## src/rtl/layered_pixel_compositor.sv

```systemverilog
// Three-stage sprite-over-map compositor with frame-latched object registers
// and a rate-limited camera scroll that only moves on the frame_start pulse.
//
// state  | meaning
// IDLE   | camera_offset equals the block target
// SCROLL | camera_offset still approaching the target, one step per frame
module layered_pixel_compositor #(
    parameter int OBJ_NUM      = 8,
    parameter int PHY_WIDTH    = 14,
    parameter int SCREEN_WIDTH = 10,
    parameter int PIXEL_WIDTH  = 12,
    parameter int SIZE_WIDTH   = 6,
    parameter int CAM_WIDTH    = 5,
    parameter int BLOCK_HEIGHT = 480,
    parameter int SCROLL_STEP  = 16
) (
    input  logic                            sys_clk,
    input  logic                            sys_rst,
    input  logic                            frame_start,
    input  logic                            video_on,
    input  logic                            hsync_in,
    input  logic                            vsync_in,
    input  logic [SCREEN_WIDTH-1:0]         x,
    input  logic [SCREEN_WIDTH-1:0]         y,
    input  logic [CAM_WIDTH-1:0]            camera_blk,
    input  logic [OBJ_NUM*PHY_WIDTH-1:0]    obj_x,
    input  logic [OBJ_NUM*PHY_WIDTH-1:0]    obj_y,
    input  logic [OBJ_NUM*SIZE_WIDTH-1:0]   obj_w,
    input  logic [OBJ_NUM*SIZE_WIDTH-1:0]   obj_h,
    input  logic [OBJ_NUM*PIXEL_WIDTH-1:0]  obj_color,
    input  logic [OBJ_NUM-1:0]              obj_en,
    output logic [SCREEN_WIDTH-1:0]         map_x,
    output logic [PHY_WIDTH-1:0]            map_y,
    input  logic [PIXEL_WIDTH-1:0]          map_rgb,
    output logic [PIXEL_WIDTH-1:0]          rgb,
    output logic                            hsync_out,
    output logic                            vsync_out,
    output logic                            video_on_out,
    output logic [PHY_WIDTH-1:0]            camera_offset,
    output logic                            scroll_busy
);

    localparam logic [0:0] ST_IDLE   = 1'b0;
    localparam logic [0:0] ST_SCROLL = 1'b1;

    localparam logic [PHY_WIDTH-1:0] BLK_H = PHY_WIDTH'(BLOCK_HEIGHT);
    localparam logic [PHY_WIDTH-1:0] STEP  = PHY_WIDTH'(SCROLL_STEP);

    // frame-latched object registers
    logic [OBJ_NUM*PHY_WIDTH-1:0]   sh_x_q;
    logic [OBJ_NUM*PHY_WIDTH-1:0]   sh_y_q;
    logic [OBJ_NUM*SIZE_WIDTH-1:0]  sh_w_q;
    logic [OBJ_NUM*SIZE_WIDTH-1:0]  sh_h_q;
    logic [OBJ_NUM*PIXEL_WIDTH-1:0] sh_color_q;
    logic [OBJ_NUM-1:0]             sh_en_q;

    always_ff @(posedge sys_clk) begin
        if (sys_rst) begin
            sh_x_q     <= '0;
            sh_y_q     <= '0;
            sh_w_q     <= '0;
            sh_h_q     <= '0;
            sh_color_q <= '0;
            sh_en_q    <= '0;
        end else if (frame_start) begin
            sh_x_q     <= obj_x;
            sh_y_q     <= obj_y;
            sh_w_q     <= obj_w;
            sh_h_q     <= obj_h;
            sh_color_q <= obj_color;
            sh_en_q    <= obj_en;
        end
    end

    // camera scroll
    logic [0:0]           cam_st_q, cam_st_d;
    logic [PHY_WIDTH-1:0] cam_off_q, cam_off_d;
    logic [PHY_WIDTH-1:0] target;
    logic [PHY_WIDTH-1:0] diff;
    logic [PHY_WIDTH-1:0] step;
    logic                 move_up;

    always_comb begin
        target = PHY_WIDTH'(camera_blk) * BLK_H;
        if (target >= cam_off_q) begin
            move_up = 1'b1;
            diff    = target - cam_off_q;
        end else begin
            move_up = 1'b0;
            diff    = cam_off_q - target;
        end
        step = (diff > STEP) ? STEP : diff;
        cam_off_d = move_up ? (cam_off_q + step) : (cam_off_q - step);
        cam_st_d  = cam_st_q;
        if (frame_start) begin
            cam_st_d = (cam_off_d != target) ? ST_SCROLL : ST_IDLE;
        end
    end

    always_ff @(posedge sys_clk) begin
        if (sys_rst) begin
            cam_st_q  <= ST_IDLE;
            cam_off_q <= '0;
        end else begin
            cam_st_q <= cam_st_d;
            if (frame_start) begin
                cam_off_q <= cam_off_d;
            end
        end
    end

    assign camera_offset = cam_off_q;
    assign scroll_busy   = (cam_st_q == ST_SCROLL);

    // stage 1: screen to world translation
    logic [SCREEN_WIDTH-1:0] s1_x_q;
    logic [PHY_WIDTH-1:0]    s1_wy_q;
    logic                    s1_hs_q, s1_vs_q, s1_vo_q;

    always_ff @(posedge sys_clk) begin
        if (sys_rst) begin
            s1_x_q  <= '0;
            s1_wy_q <= '0;
            s1_hs_q <= 1'b0;
            s1_vs_q <= 1'b0;
            s1_vo_q <= 1'b0;
        end else begin
            s1_x_q  <= x;
            s1_wy_q <= PHY_WIDTH'(y) + cam_off_q;
            s1_hs_q <= hsync_in;
            s1_vs_q <= vsync_in;
            s1_vo_q <= video_on;
        end
    end

    assign map_x = s1_x_q;
    assign map_y = s1_wy_q;

    // stage 2: per-channel box test; end coordinates carry an extra bit so boxes never wrap
    function automatic logic box_hit(
        input logic                  en,
        input logic [PHY_WIDTH-1:0]  ox,
        input logic [PHY_WIDTH-1:0]  oy,
        input logic [SIZE_WIDTH-1:0] ow,
        input logic [SIZE_WIDTH-1:0] oh,
        input logic [PHY_WIDTH-1:0]  wx,
        input logic [PHY_WIDTH-1:0]  wy
    );
        logic [PHY_WIDTH:0] x_end;
        logic [PHY_WIDTH:0] y_end;
        x_end = {1'b0, ox} + (PHY_WIDTH+1)'(ow);
        y_end = {1'b0, oy} + (PHY_WIDTH+1)'(oh);
        return en && (wx >= ox) && ({1'b0, wx} < x_end)
                  && (wy >= oy) && ({1'b0, wy} < y_end);
    endfunction

    logic [OBJ_NUM-1:0] hit_d;

    always_comb begin
        hit_d = '0;
        for (int i = 0; i < OBJ_NUM; i++) begin
            hit_d[i] = box_hit(sh_en_q[i],
                               sh_x_q[i*PHY_WIDTH +: PHY_WIDTH],
                               sh_y_q[i*PHY_WIDTH +: PHY_WIDTH],
                               sh_w_q[i*SIZE_WIDTH +: SIZE_WIDTH],
                               sh_h_q[i*SIZE_WIDTH +: SIZE_WIDTH],
                               PHY_WIDTH'(s1_x_q),
                               s1_wy_q);
        end
    end

    logic [OBJ_NUM-1:0]     s2_hit_q;
    logic [PIXEL_WIDTH-1:0] s2_map_q;
    logic                   s2_hs_q, s2_vs_q, s2_vo_q;

    always_ff @(posedge sys_clk) begin
        if (sys_rst) begin
            s2_hit_q <= '0;
            s2_map_q <= '0;
            s2_hs_q  <= 1'b0;
            s2_vs_q  <= 1'b0;
            s2_vo_q  <= 1'b0;
        end else begin
            s2_hit_q <= hit_d;
            s2_map_q <= map_rgb;
            s2_hs_q  <= s1_hs_q;
            s2_vs_q  <= s1_vs_q;
            s2_vo_q  <= s1_vo_q;
        end
    end

    // stage 3: priority select, walking down so channel 0 wins
    logic [PIXEL_WIDTH-1:0] sprite_rgb;
    logic [PIXEL_WIDTH-1:0] rgb_d;

    always_comb begin
        sprite_rgb = '0;
        for (int i = OBJ_NUM-1; i >= 0; i--) begin
            if (s2_hit_q[i]) begin
                sprite_rgb = sh_color_q[i*PIXEL_WIDTH +: PIXEL_WIDTH];
            end
        end
        if (!s2_vo_q) begin
            rgb_d = '0;
        end else if (|s2_hit_q) begin
            rgb_d = sprite_rgb;
        end else begin
            rgb_d = s2_map_q;
        end
    end

    logic [PIXEL_WIDTH-1:0] rgb_q;
    logic                   hs_q, vs_q, vo_q;

    always_ff @(posedge sys_clk) begin
        if (sys_rst) begin
            rgb_q <= '0;
            hs_q  <= 1'b0;
            vs_q  <= 1'b0;
            vo_q  <= 1'b0;
        end else begin
            rgb_q <= rgb_d;
            hs_q  <= s2_hs_q;
            vs_q  <= s2_vs_q;
            vo_q  <= s2_vo_q;
        end
    end

    assign rgb          = rgb_q;
    assign hsync_out    = hs_q;
    assign vsync_out    = vs_q;
    assign video_on_out = vo_q;

endmodule

```

## config.mk

```make
export PLATFORM = sky130hd
export DESIGN_NAME = layered_pixel_compositor
export DESIGN_NICKNAME = d
export VERILOG_FILES = /design/src/rtl/layered_pixel_compositor.sv
export SDC_FILE = /design/constraint.sdc
export NUM_CORES = 2
export LEC_CHECK = 0
export CORE_ASPECT_RATIO = 1.5
export CORE_MARGIN = 3
export CORE_UTILIZATION = 60
export DETAILED_ROUTE_END_ITERATION = 10
export GPL_ROUTABILITY_DRIVEN = 0
export PLACE_DENSITY = 0.88
export SYNTH_ARGS = -nofsm -noshare
export SYNTH_HDL_FRONTEND = slang
export SYNTH_SLANG_ARGS = --single-unit
```

## constraint.sdc

```tcl
create_clock -name sys_clk -period 25.5 [get_ports sys_clk]
set_input_delay 2.55 -clock sys_clk [delete_from_list [all_inputs] [get_ports sys_clk]]
set_output_delay 2.55 -clock sys_clk [all_outputs]
set_load 0.005 [all_outputs]
```

==> flow_summary.yaml <==
run_status:
  status: "complete, no violations"
placed_design:
  port_buffers: 520
  dpl.cell_count: 5003
  dp_hpwl_um: 74200
timing:
  setup_viol: 0
  finalSetupTns_ns: 0
  worst_pin_slew_ns: 1.26
  rsz0062_at_grt: "no"
  hold_viol_final: 0
  fmax_ghz: 0.0841
  min_period_over_period_pct: 46.6
  worst_clock_skew_ns: 0.0196
  slew_headroom_pct: 16.0
  maxSlewViolCount: 0
  layout_min_cycle_time_ns: 11.89
global_routing:
  grt_pass1_wl_um: 156000
  globalRouteOverflowTotal: 0
  grtUsageTotal_pct: 32.6
  grt_pass1_vias: 30336
  antenna_found_initial: 53
  grt_max_degree: 150
floorplan:
  die_area_um2: 59400
  core_um2: 55800
  start_util_pct: 60.7
  dieHeight_um: 297
  io_pins: 521
  fp-row-count: 106
  die_w_um: 200
critical_path:
  ff2ff_path_depth: 30
  r2r-start: "camera_offset[7]$_SDFFE_PP0P_"
  critical_path.most_common_cell: "a21oi_1"
  timing.rr.end: "scroll_busy$_SDFFE_PP0P_"
  worst-path-max-fanout: 16
  critPathLaunchType: "input port"
  worstSetupPathType: "input port to flop"
  worstPathArrival_ns: 12.33
  cpPeakStageDelay_ns: 0.65
  r2r_slack_ns: 17.63
  cp.required_ns: 25.94
  endpoint_kind: "flop"
  cp_slowest_cell: "o311ai_1"
logic_synthesis:
  yosysWarningCount: 0
  post-synth-top-count-cell: "nor2_1"
  ys_ff_latch: 504
  seq_area_frac_synth_pct: 29.8
  synth_nets: 4831
  synthArstFlopShare_pct: 0
  synthTopCellsByCount: "nor2_1 (588), ha_1 (518), dfxtp_1 (504)"
  synthCells: 3820
  synth_edf_count: 0
  synth.distinct_cells: 73
  synthTopCellsByArea: "dfxtp_1 (30%), ha_1 (19%), mux2i_1 (13%)"
  yosysTopAreaCellShare_pct: 29.8
  synth_area_um2: 33900
  synth_top_area_cell: "dfxtp_1"
  synth_ff_type: "dfxtp_1"
  syn_area_per_cell_um2: 8.87
route:
  drtIter0Drc: 1630
  wl_per_cell_um: 19.4
  drc: 0
  drt-total-wl_um: 99900
  num_vias: 29361
  drt_pass1_iterations: 6
  viasPerCell: 5.71
  antenna_left: 0
final_layout:
  syn_to_final_growth_pct: 23.3
  drive_gt1_share_pct: 3.37
  final_cells: 5144
  nets: 5310
pwr:
  swShare_pct: 34.1
  p_int_w: 0.00182
  irDropWorstVdd_v: 0.0000604
  netSwitchingPower_w: 0.000942
  pwr_density_cell_nw_per_um2: 66.0
  leakage_nw: 19.3
  p_comb_share_pct: 38.5
  p_clk_share_pct: 29.3
  share_seq_of_total_power_pct: 32.2
worst_hold_path:
  worstHoldPathType: "flop to flop"
  whs_path_depth: 1
  whs_endpoint: "s2_vo_q$_SDFF_PP0_"
  min_from: "s1_vo_q$_SDFF_PP0_"
run:
  cap_violations: 0
clock_tree:
  clock_path_buffers: 3
  cts_tree: "done"
  clock_latency_ns: 0.60
  root_buffer: "clkbuf_16"
  clock-sinks: 504
  numCtsBuffers: 50
  postCtsHoldBufs: 0
  cts_resized: 0
  post-cts-setup-buffers: 0
  cts_max_level: 2
  path_clk_slew_ns: 0.06
==> cell families (layout without fill, tap and decap cells) <==
logic type	after synthesis	after routing	synth area share, %
compound gates	691	691	13.3
mux	437	437	12.9
xor+xnor	201	201	5.23
fa+ha+maj	544	544	20.7
simple gates	1005	1005	13.3
buf+inv	438	955	4.89
flops	504	504	29.8
other cells	0	51	0
==> final cells by class <==
cell class | count | area [µm²]
clock buffers | 66 | 1400
fillers | 3923 | 14000
well taps | 756 | 946
repair buffers | 562 | 5540
flip-flops and latches | 504 | 10100
multi-input cells | 2878 | 22200
clock inverters | 24 | 385
inverters | 303 | 1140
diodes | 51 | 128
==> cells in the final DEF (no fill, tap or decap), types with 18 or more instances in the layout <==
| cell | synthesis | final |
|---|---|---|
| clkbuf_16 | 0 | 50 |
| nand2b_1 | 39 | 39 |
| xnor2_1 | 177 | 177 |
| o21ai_0 | 114 | 114 |
| o21bai_1 | 34 | 34 |
| a21o_1 | 181 | 181 |
| mux2i_1 | 435 | 435 |
| a21oi_1 | 205 | 205 |
| nand3_1 | 53 | 53 |
| buf_4 | 1 | 41 |
| fa_1 | 26 | 26 |
| nand4_1 | 22 | 22 |
| diode_2 | 0 | 51 |
| nand2_1 | 106 | 106 |
| a211oi_1 | 22 | 22 |
| inv_1 | 303 | 303 |
| nor4_1 | 18 | 18 |
| xor2_1 | 23 | 23 |
| ha_1 | 518 | 518 |
| nor2_1 | 588 | 588 |
| nor2b_1 | 89 | 89 |
| clkdlybuf4s50_1 | 0 | 518 |
| nor3_1 | 47 | 47 |
| dfxtp_1 | 504 | 504 |
| o21a_1 | 20 | 20 |
==> per-layer routing <==
layer	share of wire, %	vias to the layer above	GRT usage [%]
li1	-	14244	-
met2	49	951	56.2
met1	38	13797	35.6
met5	0.12	-	0
met4	6.9	16	22.1
met3	6.1	353	6.40
==> worst max path at each step <==
stage / endpoint / from / depth (start not counted) / slack, ns
floorplan: scroll_busy$_SDFFE_PP0P_ / camera_blk[2] / 38 / 15.02
global placement: scroll_busy$_SDFFE_PP0P_ / camera_blk[0] / 40 / 13.55
finish: scroll_busy$_SDFFE_PP0P_ / camera_blk[0] / 40 / 13.61
CTS: scroll_busy$_SDFFE_PP0P_ / camera_blk[0] / 40 / 13.81
global route: scroll_busy$_SDFFE_PP0P_ / camera_blk[0] / 40 / 12.87
detailed placement: scroll_busy$_SDFFE_PP0P_ / camera_blk[0] / 40 / 13.21
==> worst max-delay path: cells and delay by family <==
| kind | cells | cell delay, ns |
|---|---|---|
| and+or+nand+nor | 8 | 1.78 |
| AOI/OAI and AO/OA | 18 | 3.88 |
| adders and majority gates | 6 | 2.39 |
| buffers and inverters | 5 | 0.96 |
| xor gates and xnor gates | 3 | 0.75 |
==> power by group through the flow <==
| stage | clock, W | combinational (W) | sequential (W) |
|---|---|---|---|
| 6_report | 0.000808 | 0.00106 | 0.000888 |
| 5_1_grt | 0.000851 | 0.00118 | 0.000893 |
| 4_1_cts | 0.000820 | 0.00105 | 0.000886 |
| 3_5_place_dp | 0 | 0.00104 | 0.000903 |
| 3_3_place_gp | 0 | 0.000991 | 0.000901 |
| 2_1_floorplan | 0 | 0.000717 | 0.000908 |
==> metrics by stage <==
stage          util (%)  total power [W]  hold WS, ns  cell area, µm²  setup WS, ns
5_1_grt            74.8          0.00292        0.464           41800         12.87
3_5_place_dp       71.4          0.00194        0.433           39900         13.21
2_1_floorplan         -          0.00162        0.414           33900         15.02
3_3_place_gp       71.4          0.00189        0.416           39900         13.55
6_report           74.8          0.00276        0.447           41800         13.61
4_1_cts            74.6          0.00275        0.448           41700         13.81
==> flip-flops by register name (all words and copies together) (netlist names), 8 cells and up <==
name,count
sh_y_q,112
map_x,10
sh_color_q,96
rgb,12
sh_x_q,112
map_y,14
s2_hit_q,8
camera_offset,14
sh_w_q,48
s2_map_q,12
sh_h_q,48
sh_en_q,8
Note: power is estimated with default switching activity, not from simulation.
==> patch (same flow settings) <==
Add an input register stage for `y`, without a reset; this delays it by one clock. The other inputs are not delayed to match.
--- a/src/rtl/layered_pixel_compositor.sv
+++ b/src/rtl/layered_pixel_compositor.sv
@@ -48,2 +48,8 @@
 
+    logic [SCREEN_WIDTH-1:0] y_q;
+
+    always_ff @(posedge sys_clk) begin
+        y_q <= y;
+    end
+
     // frame-latched object registers
@@ -128,3 +134,3 @@
             s1_x_q  <= x;
-            s1_wy_q <= PHY_WIDTH'(y) + cam_off_q;
+            s1_wy_q <= PHY_WIDTH'(y_q) + cam_off_q;
             s1_hs_q <= hsync_in;
Formal check against the unedited RTL: not equivalent (Yosys sat finds a counterexample within 4 cycles, from zero or initial values and one cycle with sys_rst high).
==> patch against the original RTL <==
Routed wire length is 0.37% higher. Total power is 1.9% higher. Cell area is 0.39% higher. Register-to-register slack worse by 0.41 ns. Sequential power is 2.8% higher. Area after synthesis is 0.97% higher. Sequential cell count is 10 higher. Worst setup slack worse by 0.64 ns. Critical path type unchanged.
==> patch: results <==
worst_setup_path:
  r2r_cells: 27
  path_max_fanout: 20
  cp-startpoint: "camera_blk[0]"
  crit_slowest_cell: "o32ai_1"
  max_stage_delay_ns: 0.79
  timing.rr.start: "camera_offset[11]$_SDFFE_PP0P_"
  arrival_ns: 13.02
clock_network:
  path_clk_slew_ns: 0.07
  clockBufferDepth: 3
  htreeDepth: 2
  root_buffer: "clkbuf_16"
  numCtsBuffers: 51
  insertion_delay_ns: 0.61
  post_cts_buffers: 0
  cts_resized: 0
synth:
  synth_top_cells_by_count: "nor2_1 (582), ha_1 (518), dfxtp_1 (514), mux2i_1 (440), inv_1 (286)"
  synth_nets: 4841
  ys_types: 78
  synthFlopType: "dfxtp_1"
  ys_warn_count: 0
  ys_seq_area_share_pct: 30.06
  synthTopCellsByArea: "dfxtp_1 (30%), ha_1 (19%), mux2i_1 (13%)"
  synthArstFlopShare_pct: 0
finish:
  top_regs: "sh_x_q x112, sh_y_q x112, sh_color_q x96"
  nFillCells: 4015
  layout-drive-gt1-share_pct: 3.025
  nNetsFinal: 5303
global_routing:
  antenna_found_initial: 54
  grt_start_max_net_pins: 141
  grt_pass1_wl_mm: 157.4
  first_global_vias: 29844
  grtUsageTotal_pct: 32.28
placement:
  dp_hpwl_mm: 74.56
  numPortBuffers: 520
route:
  drtIter0Drc: 1640
  via_per_inst: 5.737
  wirelength_mm: 100.3
  first_pass_iters: 6
power:
  ir_worst_vdd_uv: 61.82
  p_leak_nw: 19.57
hold_path:
  whs_path_depth: 1
  min_path_type: "flip-flop to flip-flop"
  hp-start: "s2_vs_q$_SDFF_PP0_"
sta:
  fin_skew_ns: 0.02827
  worst_slew_pin_slew_ns: 1.224
status:
  status: "completed"
==> patch: critical path: cells and delay by family <==
kind            cells  cell delay (ns)
simple gates        8             2.29
fa+ha+maj           6             2.60
compound gates     16             4.14
buf+inv             3             0.70
mux                 1             0.30
xor+xnor            1             0.43
==> patch: layout make-up <==
class / instances / area, sq um / share of cell area (%)
repair buffers: 550 / 5453 / 13.00
flip-flops and latches: 514 / 10290 / 24.53
multi-input cells: 2889 / 22310 / 53.18
clock inverters: 23 / 316.6 / 0.7546
well taps: 756 / 945.9 / 2.255
diodes: 45 / 112.6 / 0.2684
inverters: 286 / 1074 / 2.559
clock buffers: 68 / 1451 / 3.460
==> patch: cells by family after synthesis <==
| logic type | after synthesis | share of synthesized area, % |
|---|---|---|
| buffers and inverters | 427 | 4.767 |
| adder cells (fa/ha/maj) | 544 | 20.46 |
| flip-flops | 514 | 30.06 |
| multiplexers | 442 | 12.94 |
| AO/OA/AOI/OAI | 681 | 13.18 |
| XOR/XNOR | 202 | 5.169 |
| AND/OR/NAND/NOR | 1020 | 13.42 |
==> patch: path summary, 6_finish.rpt <==
kind	end	slack (ns)
worst max-delay path	camera_offset[13]$_SDFFE_PP0P_	12.97
worst min-delay path	vsync_out$_SDFF_PP0_	0.44
worst max register to register	camera_offset[13]$_SDFFE_PP0P_	17.22
worst min register to register	vsync_out$_SDFF_PP0_	0.44
==> patch: routing by layer <==
layer	routed length, um	part of all wire [%]	track usage [%]
met1	38460	38	35.81
met2	49830	50	56.94
met3	6371	6.4	6.941
met4	5490	5.5	18.52
met5	162	0.16	0
==> patch: power breakdown <==
part / internal [mW] / leakage, nW / switching (mW)
clock network: 0.456 / 0.861 / 0.346
logic: 0.530 / 14.5 / 0.564
registers: 0.857 / 4.24 / 0.0558
total: 1.84 / 19.6 / 0.966
==> patch: metrics by stage <==
stage                     std cells  worst slack (ns)  area, sq um  power (mW)
after floorplan                3830             14.86        34230       1.690
after global placement         4995             12.83        40070       1.963
after detailed placement       4995             12.61        40070       2.003
after CTS                      5086             13.25        41840       2.809
after global routing           5123             12.17        41930       2.985
final                          5131             12.97        41950       2.809
